==> src/rtl/div_unit_if.sv <==
// rtl/div_unit_if.sv - request/result handshake bundle for the iterative divider
interface div_unit_if #(
  parameter int TAG_W = 5
);
  logic             in_valid;
  logic             in_ready;
  logic [31:0]      in_dividend;
  logic [31:0]      in_divisor;
  logic [1:0]       in_op;
  logic [TAG_W-1:0] in_tag;
  logic             out_valid;
  logic             out_ready;
  logic [31:0]      out_result;
  logic [TAG_W-1:0] out_tag;

  modport master (
    output in_valid, in_dividend, in_divisor, in_op, in_tag, out_ready,
    input  in_ready, out_valid, out_result, out_tag
  );

  modport slave (
    input  in_valid, in_dividend, in_divisor, in_op, in_tag, out_ready,
    output in_ready, out_valid, out_result, out_tag
  );
endinterface

==> src/rtl/div_unit.sv <==
// rtl/div_unit.sv - radix-2 restoring divider for DIV/DIVU/REM/REMU with shared cla
module cla (
  input  logic [31:0] a_i,
  input  logic [31:0] b_i,
  input  logic        cin_i,
  output logic [31:0] sum_o,
  output logic        cout_o
);
  logic [31:0] g;
  logic [31:0] p;
  logic [32:0] c;

  // 4-bit lookahead groups; group carries chain between groups
  always_comb begin
    g    = a_i & b_i;
    p    = a_i ^ b_i;
    c    = '0;
    c[0] = cin_i;
    for (int k = 0; k < 8; k++) begin
      c[4*k+1] = g[4*k] | (p[4*k] & c[4*k]);
      c[4*k+2] = g[4*k+1] | (p[4*k+1] & g[4*k]) | (p[4*k+1] & p[4*k] & c[4*k]);
      c[4*k+3] = g[4*k+2] | (p[4*k+2] & g[4*k+1]) | (p[4*k+2] & p[4*k+1] & g[4*k])
               | (p[4*k+2] & p[4*k+1] & p[4*k] & c[4*k]);
      c[4*k+4] = g[4*k+3] | (p[4*k+3] & g[4*k+2]) | (p[4*k+3] & p[4*k+2] & g[4*k+1])
               | (p[4*k+3] & p[4*k+2] & p[4*k+1] & g[4*k])
               | (p[4*k+3] & p[4*k+2] & p[4*k+1] & p[4*k] & c[4*k]);
    end
  end

  assign sum_o  = p ^ c[31:0];
  assign cout_o = c[32];
endmodule

module div_unit #(
  parameter int TAG_W = 5
) (
  input  logic       clk,
  input  logic       rst,
  input  logic       flush,
  div_unit_if.slave  bus
);
  localparam logic [1:0] IDLE = 2'd0;
  localparam logic [1:0] BUSY = 2'd1;
  localparam logic [1:0] DONE = 2'd2;

  logic [1:0]       state_q, state_d;
  logic [4:0]       cnt_q, cnt_d;
  logic [31:0]      rem_q, rem_d;
  logic [31:0]      quot_q, quot_d;
  logic [31:0]      dvsr_q, dvsr_d;
  logic [1:0]       op_q, op_d;
  logic [TAG_W-1:0] tag_q, tag_d;
  logic [31:0]      result_q, result_d;
  logic             neg_quot_q, neg_quot_d;
  logic             neg_rem_q, neg_rem_d;

  logic        accept;
  logic        signed_op;
  logic        a_neg, b_neg;
  logic [31:0] a_mag, b_mag;
  logic        div_zero, sovf;
  logic [31:0] fast_res;

  logic [32:0] rem_sh;
  logic [31:0] diff;
  logic        cout;
  logic        ge;
  logic [31:0] rem_nx, quot_nx;
  logic [31:0] q_fin, r_fin, res_fin;

  assign bus.in_ready   = (state_q == IDLE) & ~rst & ~flush;
  assign bus.out_valid  = (state_q == DONE);
  assign bus.out_result = result_q;
  assign bus.out_tag    = tag_q;

  assign accept    = bus.in_valid & bus.in_ready;
  assign signed_op = ~bus.in_op[0];
  assign a_neg     = signed_op & bus.in_dividend[31];
  assign b_neg     = signed_op & bus.in_divisor[31];
  assign a_mag     = a_neg ? (32'd0 - bus.in_dividend) : bus.in_dividend;
  assign b_mag     = b_neg ? (32'd0 - bus.in_divisor) : bus.in_divisor;
  assign div_zero  = (bus.in_divisor == 32'd0);
  assign sovf      = signed_op & (bus.in_dividend == 32'h8000_0000) & (bus.in_divisor == 32'hFFFF_FFFF);

  // Results that skip the iteration entirely: divide-by-zero and INT_MIN / -1
  always_comb begin
    fast_res = 32'd0;
    if (div_zero) begin
      fast_res = bus.in_op[1] ? bus.in_dividend : 32'hFFFF_FFFF;
    end else if (sovf) begin
      fast_res = bus.in_op[1] ? 32'd0 : 32'h8000_0000;
    end
  end

  // One restoring step: 33-bit shifted remainder against the zero-extended divisor
  assign rem_sh = {rem_q, quot_q[31]};

  cla u_cla (
    .a_i    (rem_sh[31:0]),
    .b_i    (~dvsr_q),
    .cin_i  (1'b1),
    .sum_o  (diff),
    .cout_o (cout)
  );

  assign ge      = rem_sh[32] | cout;
  assign rem_nx  = ge ? diff : rem_sh[31:0];
  assign quot_nx = {quot_q[30:0], ge};
  assign q_fin   = neg_quot_q ? (32'd0 - quot_nx) : quot_nx;
  assign r_fin   = neg_rem_q ? (32'd0 - rem_nx) : rem_nx;
  assign res_fin = op_q[1] ? r_fin : q_fin;

  // Next-state logic: accept, iterate 32 times, hold result; flush wins over everything
  always_comb begin
    state_d    = state_q;
    cnt_d      = cnt_q;
    rem_d      = rem_q;
    quot_d     = quot_q;
    dvsr_d     = dvsr_q;
    op_d       = op_q;
    tag_d      = tag_q;
    result_d   = result_q;
    neg_quot_d = neg_quot_q;
    neg_rem_d  = neg_rem_q;
    case (state_q)
      IDLE: begin
        if (accept) begin
          op_d  = bus.in_op;
          tag_d = bus.in_tag;
          cnt_d = 5'd0;
          if (div_zero || sovf) begin
            result_d = fast_res;
            state_d  = DONE;
          end else begin
            rem_d      = 32'd0;
            quot_d     = a_mag;
            dvsr_d     = b_mag;
            neg_quot_d = a_neg ^ b_neg;
            neg_rem_d  = a_neg;
            state_d    = BUSY;
          end
        end
      end
      BUSY: begin
        rem_d  = rem_nx;
        quot_d = quot_nx;
        cnt_d  = cnt_q + 5'd1;
        if (cnt_q == 5'd31) begin
          result_d = res_fin;
          cnt_d    = 5'd0;
          state_d  = DONE;
        end
      end
      DONE: begin
        if (bus.out_ready) begin
          state_d = IDLE;
        end
      end
      default: state_d = IDLE;
    endcase
    if (flush) begin
      state_d = IDLE;
      cnt_d   = 5'd0;
    end
  end

  // State registers; reset also clears the visible result and tag
  always_ff @(posedge clk) begin
    if (rst) begin
      state_q    <= IDLE;
      cnt_q      <= 5'd0;
      rem_q      <= 32'd0;
      quot_q     <= 32'd0;
      dvsr_q     <= 32'd0;
      op_q       <= 2'd0;
      tag_q      <= '0;
      result_q   <= 32'd0;
      neg_quot_q <= 1'b0;
      neg_rem_q  <= 1'b0;
    end else begin
      state_q    <= state_d;
      cnt_q      <= cnt_d;
      rem_q      <= rem_d;
      quot_q     <= quot_d;
      dvsr_q     <= dvsr_d;
      op_q       <= op_d;
      tag_q      <= tag_d;
      result_q   <= result_d;
      neg_quot_q <= neg_quot_d;
      neg_rem_q  <= neg_rem_d;
    end
  end
endmodule

==> src/flat_wrapper.sv <==
// flat-port wrapper written by rule: the top's interface ports become plain ports
module div_unit_flat 
#(
  parameter int TAG_W = 5
)
  (clk, rst, flush, bus_in_valid, bus_in_dividend, bus_in_divisor, bus_in_op, bus_in_tag, bus_out_ready, bus_in_ready, bus_out_valid, bus_out_result, bus_out_tag);
  div_unit_if #(.TAG_W(TAG_W)) bus_i ();
  input  logic clk;
  input  logic rst;
  input  logic flush;
  input wire logic [$bits(bus_i.in_valid)-1:0] bus_in_valid;
  input wire logic [$bits(bus_i.in_dividend)-1:0] bus_in_dividend;
  input wire logic [$bits(bus_i.in_divisor)-1:0] bus_in_divisor;
  input wire logic [$bits(bus_i.in_op)-1:0] bus_in_op;
  input wire logic [$bits(bus_i.in_tag)-1:0] bus_in_tag;
  input wire logic [$bits(bus_i.out_ready)-1:0] bus_out_ready;
  output wire logic [$bits(bus_i.in_ready)-1:0] bus_in_ready;
  output wire logic [$bits(bus_i.out_valid)-1:0] bus_out_valid;
  output wire logic [$bits(bus_i.out_result)-1:0] bus_out_result;
  output wire logic [$bits(bus_i.out_tag)-1:0] bus_out_tag;
  assign bus_i.in_valid = bus_in_valid;
  assign bus_i.in_dividend = bus_in_dividend;
  assign bus_i.in_divisor = bus_in_divisor;
  assign bus_i.in_op = bus_in_op;
  assign bus_i.in_tag = bus_in_tag;
  assign bus_i.out_ready = bus_out_ready;
  assign bus_in_ready = bus_i.in_ready;
  assign bus_out_valid = bus_i.out_valid;
  assign bus_out_result = bus_i.out_result;
  assign bus_out_tag = bus_i.out_tag;
  div_unit #(.TAG_W(TAG_W)) u_core (.clk(clk), .rst(rst), .flush(flush), .bus(bus_i));
endmodule
==> config.mk <==
export PLATFORM = sky130hd
export DESIGN_NAME = div_unit_flat
export DESIGN_NICKNAME = d
export VERILOG_FILES = /design/src/rtl/div_unit_if.sv /design/src/rtl/div_unit.sv /design/src/flat_wrapper.sv
export SDC_FILE = /design/constraint.sdc
export NUM_CORES = 1
export LEC_CHECK = 0
export BUFFER_PORTS_ARGS = -buffer_cell sky130_fd_sc_hd__clkbuf_2
export CAP_MARGIN = 30
export CORE_UTILIZATION = 65
export CTS_CLUSTER_DIAMETER = 40
export DETAILED_ROUTE_END_ITERATION = 16
export GPL_TIMING_DRIVEN = 0
export PLACE_DENSITY_LB_ADDON = 0.3
export SLEW_MARGIN = 0
export SYNTH_ARGS = -nofsm -noshare
export SYNTH_HDL_FRONTEND = slang
export SYNTH_SLANG_ARGS = --single-unit
export TNS_END_PERCENT = 50
==> constraint.sdc <==
create_clock -name clk -period 13.1 [get_ports clk]
set_clock_uncertainty 0.1 [all_clocks]
set_input_delay 0 -clock clk [delete_from_list [all_inputs] [get_ports clk]]
set_output_delay 0 -clock clk [all_outputs]
set_load 0.02 [all_outputs]
==> metrics <==
outcome=finished clean; IO Count=~120; GRT Overall Usage=about half; # diodes=0; Worst Tran Pin Value=1000 ps; port bufs=114; Remaining DRCs=0; crit path from=u_core.dvsr_q[2]; post-CTS sizing=0; Post-Synthesis Cell Area=11150 µm²; vias in the first global route=13190; WP data required=13320 ps; Seq/Total Area, Yosys=roughly a quarter; Fmax=0.1390 GHz; Rows=47; Async SR Flop Fraction=0%; Die Wd=roughly 130 µm; full die area=around 18000 µm²; Clock Path Buffers=2; commonest cells after routing, fill and taps aside=246 x nor2_1, 143 x dfxtp_1, 128 x nand2_1; initial DRC count=2027; synth warn=0; Reg2Reg Depth=22; syn_area_per_cell=7.309 µm²; Power Density=211.7 nW/µm²; antenna violations before repair=0; most common cell after layout, fill and taps aside=nor2_1; Num CTS Buffers=17; Startpoint Class=flip-flop; clock sinks=143; classification of the worst-slack hold path=primary input to flip-flop; Die H=133.0 µm; Net count, final=1860; Final TNS setup=0 ps; layout cells sized above 1=10.23%; Yosys reg bits=between 100 and 150; final WL=45.41 mm; largest net degree at the start of global routing=17; CP Max Fanout=10; Power Internal=0.001369 W; Arr. time, crit path=7420 ps; initial core utilization=66.98%; PnR Total Power=0.002825 W; Antenna Nets Post-Route=0; Peak VDD IR=just under 0.2 mV; Slew Limit Headroom=32.61%; gpl congestion=between 1 and 1.5; setup violators final=0; cells after synthesis=1525; Distinct cells, synth=73; first-pass GRT wire length=about 71 mm; Comb pwr share=between 60 and 70%; Hold Path Origin=flush; routed vias=13850; Sw Share=51.56%; vias per std cell=~7.0; postcts setup bufs=0; WS Path Type=flip-flop to flip-flop; routed wire length per instance=23.05 µm; CTS clk-pin slew, worst paths=~70 ps; worst-skew pair later-pin latency=around 440 ps; First-pass DRT Iterations=7; P_leak=4.993 nW; fin crit share=54.93%; Post-synth EDFFs=0; Core Region=16640 µm²; CTS tree=done; Fin. Hold Viols=0; sequential share of power=between 15 and 20%; Reg2Reg Launch Point=u_core.dvsr_q[2]; post-route minimum period=7195 ps; Crit. End Element=flip-flop; P_sw=0.001457 W; root buffer cell=clkbuf_16; Clk pwr share=16.9%; Max Slew Vio Count=0; flop-to-flop setup slack=5900 ps; htree depth=4; post-DP HPWL=31.90 mm; main flop type after synthesis=dfxtp_1; fill count=1185; unrepaired setup endpoints after global routing=no; hold depth=4; gr ovfl total=0; P&R area growth vs syn=19.70%; syn_nets=1648; max_cap viols=0
area by class of cell:
cell class	instances	area [µm²]	area share, %
plain buffers	92	355.3	2.663
clock buffers	20	446.7	3.348
clock inverters	12	112.6	0.8440
inverters	54	202.7	1.519
multi-input cells	1236	7726	57.91
flip-flops and latches	143	2863	21.46
well taps	220	275.3	2.063
repair buffers	193	1361	10.20
state kept, by name, summed over array words and instances (netlist names):
signal,count
u_core.bus.out_result,32
u_core.rem_q,32
u_core.cnt_q,5
u_core.bus.out_tag,5
u_core.quot_q,32
u_core.neg_rem_q,1
u_core.state_q,2
u_core.neg_quot_q,1
u_core.dvsr_q,32
u_core.op_q,1
per-stage QoR:
stage          utilization [%]  hold WS (ps)  instances  worst slack, ps  cell area (µm²)
3_3_place_gp             72.06         124.6       1859             6493            11990
6_report                 80.17         40.51       1970             5905            13340
3_5_place_dp             72.06         131.3       1859             6368            11990
4_1_cts                  80.17         16.47       1970             6296            13340
5_1_grt                  80.17         85.76       1970             5675            13340
2_1_floorplan                -         35.97       1525             8085            11150
path summary, 6_finish.rpt:
path                               end
min                  u_core.state_q[1]
min reg2reg  u_core.bus.out_result[20]
max          u_core.bus.out_result[26]
max reg2reg  u_core.bus.out_result[26]
worst max-delay path, stage by stage, from the launching register on:
cell and delay (ps):
dfxtp_1 330, inv_1 150, ha_1 320, buf_2 170, o21ai_0 150, a22oi_1 590
a31oi_1 440, a211oi_2 640, or2_2 210, buf_2 170, clkbuf_1 530, clkbuf_1 630
nand2_1 110, o21ai_0 210, ha_1 270, and3_1 240, nand3b_1 130, nor2_1 190
a32oi_1 120, nor2_1 480, nand4b_1 290, and4_1 290, o31a_1 280
Yosys cell counts (15+ instances only):
master / instances / area, µm²
a2111oi_0: 16 / 140.1
xor2_1: 64 / 560.5
dfxtp_1: 143 / 2863
a21oi_1: 94 / 470.5
xnor2_1: 64 / 560.5
or3_1: 17 / 106.4
nand2_1: 128 / 480.5
nand4_1: 20 / 125.1
nor3_1: 53 / 265.3
ha_1: 40 / 500.5
a31oi_1: 43 / 269.0
nand3_1: 28 / 140.1
nor2_1: 246 / 923.4
nand2b_1: 15 / 93.84
a211oi_1: 45 / 337.8
inv_1: 53 / 198.9
clkbuf_1: 79 / 296.5
a311oi_1: 18 / 157.7
mux2i_1: 20 / 200.2
o21ai_0: 88 / 440.4
o211ai_1: 19 / 142.6
o31ai_1: 22 / 165.2
cell families after synthesis:
group	synth area share, %
simple gates	24.40
compound gates	27.01
buf+inv	5.006
flops	25.68
xor+xnor	10.06
fa+ha+maj	5.747
mux	2.099
power by group through the flow:
stage          combinational (W)  clock, W  sequential [W]
2_1_floorplan            0.00128         0        0.000498
3_3_place_gp             0.00168         0        0.000509
3_5_place_dp             0.00172         0        0.000510
4_1_cts                  0.00176  0.000471        0.000501
5_1_grt                  0.00197  0.000492        0.000506
6_report                 0.00184  0.000477        0.000504
repair_timing:
action                                  4_1_cts  5_1_grt
endpoints found under the setup margin        0        0
hold buffers                                 79        0
hold endpoints to repair                     89        0
layer usage:
layer  share of wire (%)  track usage [%]  wire length (µm)  up-vias
met2                  43            79.32             19370     1225
li1                    -                -                 -     5988
met5                   0                0                 0        -
met1                  36            63.00             16280     6283
met4                 6.9            31.23              3148        0
met3                  15            16.05              6609      350
No activity file was read; power rests on OpenSTA's default activity.
